===== config.mk =====
export PLATFORM = sky130hd
export DESIGN_NAME = time_set_ctrl_flat
export DESIGN_NICKNAME = d
export VERILOG_FILES = /design/src/rtl/time_set_ctrl_if.sv /design/src/rtl/time_set_ctrl.sv /design/src/flat_wrapper.sv
export SDC_FILE = /design/constraint.sdc
export NUM_CORES = 1
export LEC_CHECK = 0
export ABC_AREA = 1
export ABC_CLOCK_PERIOD_IN_PS = 1600
export CAP_MARGIN = 15
export CELL_PAD_IN_SITES_DETAIL_PLACEMENT = 0
export CELL_PAD_IN_SITES_GLOBAL_PLACEMENT = 1
export CORE_MARGIN = 2
export CORE_UTILIZATION = 19
export CTS_CLUSTER_SIZE = 25
export DETAILED_ROUTE_END_ITERATION = 16
export PLACE_DENSITY = 0.9
export SLEW_MARGIN = 20
export SYNTH_ARGS = -nofsm -noshare
export SYNTH_HDL_FRONTEND = slang
export SYNTH_SLANG_ARGS = --single-unit

===== constraint.sdc =====
create_clock -name clk -period 1.6 [get_ports clk]
set_input_delay 0.4 -clock clk [delete_from_list [all_inputs] [get_ports clk]]
set_output_delay 0.4 -clock clk [all_outputs]
set_load 0.03 [all_outputs]

===== src/rtl/time_set_ctrl_if.sv =====
// Signal bundle between the tick/button front end, the time counters and time_set_ctrl.
// The master side drives strobes and counter values; the slave side returns enables and mode.
interface time_set_ctrl_if;
    logic       tick;
    logic       btn_mode;
    logic       btn_up;
    logic       btn_down;
    logic [5:0] sec_count;
    logic [5:0] min_count;
    logic [4:0] hr_count;
    logic       sec_en;
    logic       sec_updown;
    logic       min_en;
    logic       min_updown;
    logic       hr_en;
    logic       hr_updown;
    logic [1:0] mode;

    modport master (
        output tick, btn_mode, btn_up, btn_down, sec_count, min_count, hr_count,
        input  sec_en, sec_updown, min_en, min_updown, hr_en, hr_updown, mode
    );

    modport slave (
        input  tick, btn_mode, btn_up, btn_down, sec_count, min_count, hr_count,
        output sec_en, sec_updown, min_en, min_updown, hr_en, hr_updown, mode
    );
endinterface


===== src/rtl/time_set_ctrl.sv =====
// Run/adjust sequencer driving the en/updown inputs of the sec/min/hour counters.
// Optional adjust-mode inactivity timeout is built when TIMEOUT_EN is defined.
module time_set_ctrl #(
    parameter int unsigned HR_MAX    = 23,
    parameter int unsigned TIMEOUT_S = 10
) (
    input  logic           clk,
    input  logic           rst,
    time_set_ctrl_if.slave bus
);
    typedef enum logic [1:0] {
        StRun    = 2'b00,
        StSetMin = 2'b01,
        StSetHr  = 2'b10,
        StBad    = 2'b11
    } state_e;

    state_e state_q;
    logic   sec_en_q, min_en_q, hr_en_q;
    logic   sec_ud_q, min_ud_q, hr_ud_q;
    logic   adj_pulse, sec_wrap, min_wrap;

    // Counters wrap on their own, so the hour value and HR_MAX only matter downstream.
    logic   unused_hr;
    assign unused_hr = ^{bus.hr_count, 5'(HR_MAX)};

    assign adj_pulse = bus.btn_up ^ bus.btn_down;
    assign sec_wrap  = (bus.sec_count == 6'd59);
    assign min_wrap  = (bus.min_count == 6'd59);

`ifdef TIMEOUT_EN
    localparam int unsigned ToW = $clog2(TIMEOUT_S + 1);
    logic [ToW-1:0] to_q;
`else
    logic unused_to;
    assign unused_to = ^{32'(TIMEOUT_S)};
`endif

    always_ff @(posedge clk) begin
        if (rst) begin
            state_q  <= StRun;
            sec_en_q <= 1'b0;
            min_en_q <= 1'b0;
            hr_en_q  <= 1'b0;
            sec_ud_q <= 1'b1;
            min_ud_q <= 1'b1;
            hr_ud_q  <= 1'b1;
`ifdef TIMEOUT_EN
            to_q     <= '0;
`endif
        end else begin
            // Enables are single-cycle; direction falls back to up after any pulse.
            sec_en_q <= 1'b0;
            min_en_q <= 1'b0;
            hr_en_q  <= 1'b0;
            sec_ud_q <= 1'b1;
            min_ud_q <= 1'b1;
            hr_ud_q  <= 1'b1;
            case (state_q)
                StRun: begin
                    if (bus.tick) begin
                        sec_en_q <= 1'b1;
                        min_en_q <= sec_wrap;
                        hr_en_q  <= sec_wrap && min_wrap;
                    end
                    if (bus.btn_mode) state_q <= StSetMin;
                end
                StSetMin: begin
                    if (bus.btn_mode) begin
                        state_q <= StSetHr;
                    end else if (adj_pulse) begin
                        min_en_q <= 1'b1;
                        min_ud_q <= bus.btn_up;
                    end
                end
                StSetHr: begin
                    if (bus.btn_mode) begin
                        state_q <= StRun;
                    end else if (adj_pulse) begin
                        hr_en_q <= 1'b1;
                        hr_ud_q <= bus.btn_up;
                    end
                end
                default: state_q <= StRun;
            endcase
`ifdef TIMEOUT_EN
            if (state_q == StRun || state_q == StBad ||
                bus.btn_mode || bus.btn_up || bus.btn_down) begin
                to_q <= '0;
            end else if (to_q == ToW'(TIMEOUT_S)) begin
                state_q <= StRun;
                to_q    <= '0;
            end else if (bus.tick) begin
                to_q <= to_q + 1'b1;
            end
`endif
        end
    end

    assign bus.sec_en     = sec_en_q;
    assign bus.min_en     = min_en_q;
    assign bus.hr_en      = hr_en_q;
    assign bus.sec_updown = sec_ud_q;
    assign bus.min_updown = min_ud_q;
    assign bus.hr_updown  = hr_ud_q;
    assign bus.mode       = state_q;
endmodule


===== src/flat_wrapper.sv =====
// flat-port wrapper written by rule: the top's interface ports become plain ports
module time_set_ctrl_flat 
#(
    parameter int unsigned HR_MAX    = 23,
    parameter int unsigned TIMEOUT_S = 10
)
  (clk, rst, bus_tick, bus_btn_mode, bus_btn_up, bus_btn_down, bus_sec_count, bus_min_count, bus_hr_count, bus_sec_en, bus_sec_updown, bus_min_en, bus_min_updown, bus_hr_en, bus_hr_updown, bus_mode);
  time_set_ctrl_if bus_i ();
  input  logic clk;
  input  logic rst;
  input wire logic [$bits(bus_i.tick)-1:0] bus_tick;
  input wire logic [$bits(bus_i.btn_mode)-1:0] bus_btn_mode;
  input wire logic [$bits(bus_i.btn_up)-1:0] bus_btn_up;
  input wire logic [$bits(bus_i.btn_down)-1:0] bus_btn_down;
  input wire logic [$bits(bus_i.sec_count)-1:0] bus_sec_count;
  input wire logic [$bits(bus_i.min_count)-1:0] bus_min_count;
  input wire logic [$bits(bus_i.hr_count)-1:0] bus_hr_count;
  output wire logic [$bits(bus_i.sec_en)-1:0] bus_sec_en;
  output wire logic [$bits(bus_i.sec_updown)-1:0] bus_sec_updown;
  output wire logic [$bits(bus_i.min_en)-1:0] bus_min_en;
  output wire logic [$bits(bus_i.min_updown)-1:0] bus_min_updown;
  output wire logic [$bits(bus_i.hr_en)-1:0] bus_hr_en;
  output wire logic [$bits(bus_i.hr_updown)-1:0] bus_hr_updown;
  output wire logic [$bits(bus_i.mode)-1:0] bus_mode;
  assign bus_i.tick = bus_tick;
  assign bus_i.btn_mode = bus_btn_mode;
  assign bus_i.btn_up = bus_btn_up;
  assign bus_i.btn_down = bus_btn_down;
  assign bus_i.sec_count = bus_sec_count;
  assign bus_i.min_count = bus_min_count;
  assign bus_i.hr_count = bus_hr_count;
  assign bus_sec_en = bus_i.sec_en;
  assign bus_sec_updown = bus_i.sec_updown;
  assign bus_min_en = bus_i.min_en;
  assign bus_min_updown = bus_i.min_updown;
  assign bus_hr_en = bus_i.hr_en;
  assign bus_hr_updown = bus_i.hr_updown;
  assign bus_mode = bus_i.mode;
  time_set_ctrl #(.HR_MAX(HR_MAX), .TIMEOUT_S(TIMEOUT_S)) u_core (.clk(clk), .rst(rst), .bus(bus_i));
endmodule

[Word level (Yosys, flattened, before mapping)]
Cells that the tools add are included.
Widths: inputs -> output; s select.
Word-level totals
  register bits: 7
  logic and storage cells: 36
  output and inout bits: 8
  input bits: 23
Operators by class
  mux-type cells: 13
  reductions and logical operators: 6
  eq/ne operators: 7
  bitwise gates (word level): 4
Operators by type and width (count)
  $eq 6x6->1 const B: 2
  $mux 1: 7
  $mux 2: 3
  $ne 2x2->1 const B: 3
  $pmux 2 s3: 1
  $reduce_or 2->1: 3
  $pmux 1 s2: 2
  $not 1->1: 3
  $reduce_and 3->1: 1
  $eq 2x1->1 const B: 1
  $eq 2x2->1 const B: 1
  $logic_not 2->1: 1
  $logic_and 1x1->1: 1
  $xor 1x1->1: 1

[Logic depth before layout (Yosys ltp)]
  depth in word-level cells: 4
  gate-level depth with buffers: 6
  gate-level depth less buffers: 6

[Worst setup path before layout]
No wires, ideal clock.
  kind: input-to-reg
  start: in bus_btn_up
  end: reg u_core.hr_en_q (netlist: u_core.bus.hr_en)
  data arrival time: 989 ps
  path slack: 545 ps
  cell stages on the path: 5
  library setup time: 66 ps
  path buffers: 0
  required time: 1534 ps
  cells stage by stage: inv_1 > ha_1 > nor2_1 > nand2_1 > a21oi_2
Between the ends
  cells in the longest elaborated chain, start to end: 4
RTL lines
  start: declaration: RTL line flat_wrapper.sv:13  | input wire logic [$bits(bus_i.btn_up)-1:0] bus_btn_up;
  $xor 1x1->1: RTL line time_set_ctrl.sv:27  | assign adj_pulse = bus.btn_up ^ bus.btn_down;
  $mux 1: RTL line time_set_ctrl.sv:79  | end else if (adj_pulse) begin
  $mux 1: RTL line time_set_ctrl.sv:77  | if (bus.btn_mode) begin
  $pmux 1 s2: RTL line time_set_ctrl.sv:59  | case (state_q)
  end signal: assignment: RTL line time_set_ctrl.sv:64  | hr_en_q <= sec_wrap && min_wrap;
  end: declaration: RTL line time_set_ctrl.sv:19  | logic sec_en_q, min_en_q, hr_en_q;
No other way between the ends.
A chain may end at the register's enable or synchronous reset.

[Worst setup path in the final report]
  start: reg u_core.state_q[0] (netlist: u_core.bus.mode[0])
  end: out bus_mode[0]
RTL lines
  start: declaration: RTL line time_set_ctrl.sv:18  | state_e state_q;
  start signal: assignment: RTL line time_set_ctrl.sv:41  | state_q <= StRun;
  start signal: assignment: RTL line time_set_ctrl.sv:66  | if (bus.btn_mode) state_q <= StSetMin;
  start signal: assignment: RTL line time_set_ctrl.sv:70  | state_q <= StSetHr;
  end: declaration: RTL line flat_wrapper.sv:24  | output wire logic [$bits(bus_i.mode)-1:0] bus_mode;
No word-level cell between the ends.

==> key figures <==
Run status
  • Status: finished clean

Critical path
  • Startpoint Class: register
  • CP max FO: 4
  • Delay-heaviest family, CP: buffers and inverters
  • Critical Path RT: 1200 ps
  • Slowest stage delay, CP: 410 ps
  • Critical-path top delay cell: dlygate4sd2_1
  • Worst-path cell chain: dlygate4sd2_1
  • Buffers & Inverters on Critical Path: 1
  • Worst path arrival time: 1040 ps
  • R2R Setup Slk: 700 ps
  • Setup CP Type: register to primary output
  • Crit end category: primary output

Clocking
  • Worst skew pair latency: 250 ps
  • Max Root-Sink Buffers: 2
  • CTS Buf Count: 3
  • Post-CTS setup buffers: 0
  • CTS H-tree depth: 1
  • Hold_buf cts: 0
  • Clock-pin slew on the worst setup and hold paths: 50 ps
  • CTS tree: done
  • Root Driver: clkbuf_4
  • TritonCTS Sinks: 7

Min path
  • Worst min path class: register to register

Floorplan
  • Die width: 45.5 um
  • Top Ports: 31
  • Core area: 1670 um2
  • Starting Density: 0.196
  • Die footprint: 2070 um2
  • Floorplan row count: 15
  • Die H: 45.5 um

Global route
  • Pin count of the biggest net entering global routing: 6
  • Total gr overflow: 0
  • GRT Resource Usage Total: 0.0683
  • Initial antenna violation count: 0
  • Vias in the first global route: 270
  • First-pass GRT wire length: 966 um

Drt
  • Drt via density: 3.81
  • DRT Pass-1 Iters: 4
  • Number of routed nets with antenna violations: 0
  • Routed len/inst: 7.54 um
  • Final wirelength: 686 um
  • Drc violations: 0
  • Via total after detailed routing: 347
  • Initial DRC Count: 1

Synthesis
  • Synthesis-stage register bit count: 7
  • Mapped cell area: 328 um2
  • Sequential share of the synthesized area: 0.427
  • YS warnings: 0
  • Syn Nets: 71
  • Avg Inst Size Synth: 6.97 um2
  • Cell count after synthesis: 47
  • Synth cell types: 14

STA
  • Final period utilization: 0.898
  • Final setup violation count: 0
  • Setup ws final: 163 ps
  • Final worst path period need: 1440 ps
  • Worst Skew: 0.694 ps
  • Maximum clock frequency: 696 MHz
  • Endpoints failing hold: 0
  • Sum Neg Setup Slack: 0 ps
  • RSZ-0062 raised after global routing: false
  • Final slew viol count: 0

Placement
  • Placed standard-cell area: 582 um2
  • Post-Place Worst Slack: 18.9 ps
  • Final GP Congestion: 0.641
  • Dpl cells: 87
  • Port bufs: 24
  • Post-detail-place hpwl: 602 um

Power and ir drop
  • Pwr Density: 740 nW/um2
  • Leak: 0.000283 uW
  • Max VDD drop: 0.000153 V
  • Overall power: 444 uW

Cells and area
  • Area Growth Syn to Fin: 82.8%
  • Area of the multi-input gates: 139 um2
  • Diode count: 0
  • Fillers: 187
  • Reg area: 140 um2
  • Final Cell Area: 599 um2
  • Final #Nets: 99
  • Fin cells: 91
  • Share of layout cells above drive strength 1: 0.0946

Flow run
  • MaxCap Viol Count: 0
-- final timing paths --
| path | endpoint | from | cells past startpoint |
|---|---|---|---|
| worst max register to register | u_core.bus.mode[0] | u_core.bus.mode[0] | 4 |
| worst max-delay path | bus_mode[0] | u_core.bus.mode[0] | 1 |
| worst min register to register | u_core.bus.hr_updown | u_core.bus.mode[1] | 3 |
| worst min-delay path | u_core.bus.hr_updown | u_core.bus.mode[1] | 3 |
-- cell usage in the layout (no fill, tap or decap) --
cell,n
dlygate4sd2_1,7
nand3_1,3
nand4_1,1
a21oi_2,1
clkbuf_4,3
inv_1,11
dfxtp_1,7
clkdlybuf4s50_1,17
nor2_1,8
o21ai_0,2
nand2_2,1
nor2_2,2
ha_1,1
conb_1,1
clkbuf_1,1
nand2_1,5
a21oi_1,3
-- synthesized netlist by cell type --
cell	count	area, um2
o21ai_0	2	10.0
nor2_1	8	30.0
buf_4	1	7.51
conb_1	1	3.75
a21oi_1	3	15.0
nand3_1	3	15.0
nand2_2	1	6.26
inv_1	11	41.3
a21oi_2	1	8.76
nor2_2	2	12.5
ha_1	1	12.5
nand4_1	1	6.26
nand2_1	5	18.8
dfxtp_1	7	140
-- kinds of logic after synthesis --
group / count (synthesis) / share of synthesized area
buf+inv: 12 / 0.149
fa+ha+maj: 1 / 0.0382
simple gates: 20 / 0.271
compound gates: 6 / 0.103
flops: 7 / 0.427
other cells: 1 / 0.0114
-- flip-flops by register name, indices dropped and copies added, names as in the netlist --
| name | flops |
|---|---|
| u_core.bus.hr_en | 1 |
| u_core.bus.hr_updown | 1 |
| u_core.bus.min_en | 1 |
| u_core.bus.min_updown | 1 |
| u_core.bus.mode | 2 |
| u_core.bus.sec_en | 1 |
-- repair_timing --
item / 4_1_cts / 5_1_grt
resized for setup: 7 / 0
setup endpoints to repair: 7 / 0
endpoints found under the hold margin: 0 / 0
-- through the flow --
step	util	hold WS, ps
CTS	0.359	539
detailed placement	0.348	528
finish	0.359	534
floorplan	-	462
global placement	0.348	520
global route	0.359	583
-- where the power goes --
part | switching, uW | total, uW | internal, uW
clock | 64.4 | 159 | 95.1
sequential | 4.38 | 186 | 181
combinational | 45.0 | 98.3 | 53.3
total | 114 | 444 | 330
-- final cells by class --
cell class / count / share of cell area
tap: 17 / 0.0355
timing repair buffer: 24 / 0.386
clock buffer: 4 / 0.0438
sequential: 7 / 0.234
multi-input combinational: 28 / 0.232
inverter: 11 / 0.0689
-- layer usage --
metal	share of wire	wire, um	track usage	up-vias
met4	0	0	0.0882	0
met2	0.54	373	0.0958	14
met5	0	0	0	-
li1	-	-	-	193
met3	0.070	48	0.0119	0
met1	0.38	264	0.0766	140
Power figures use the tool's default switching activity.
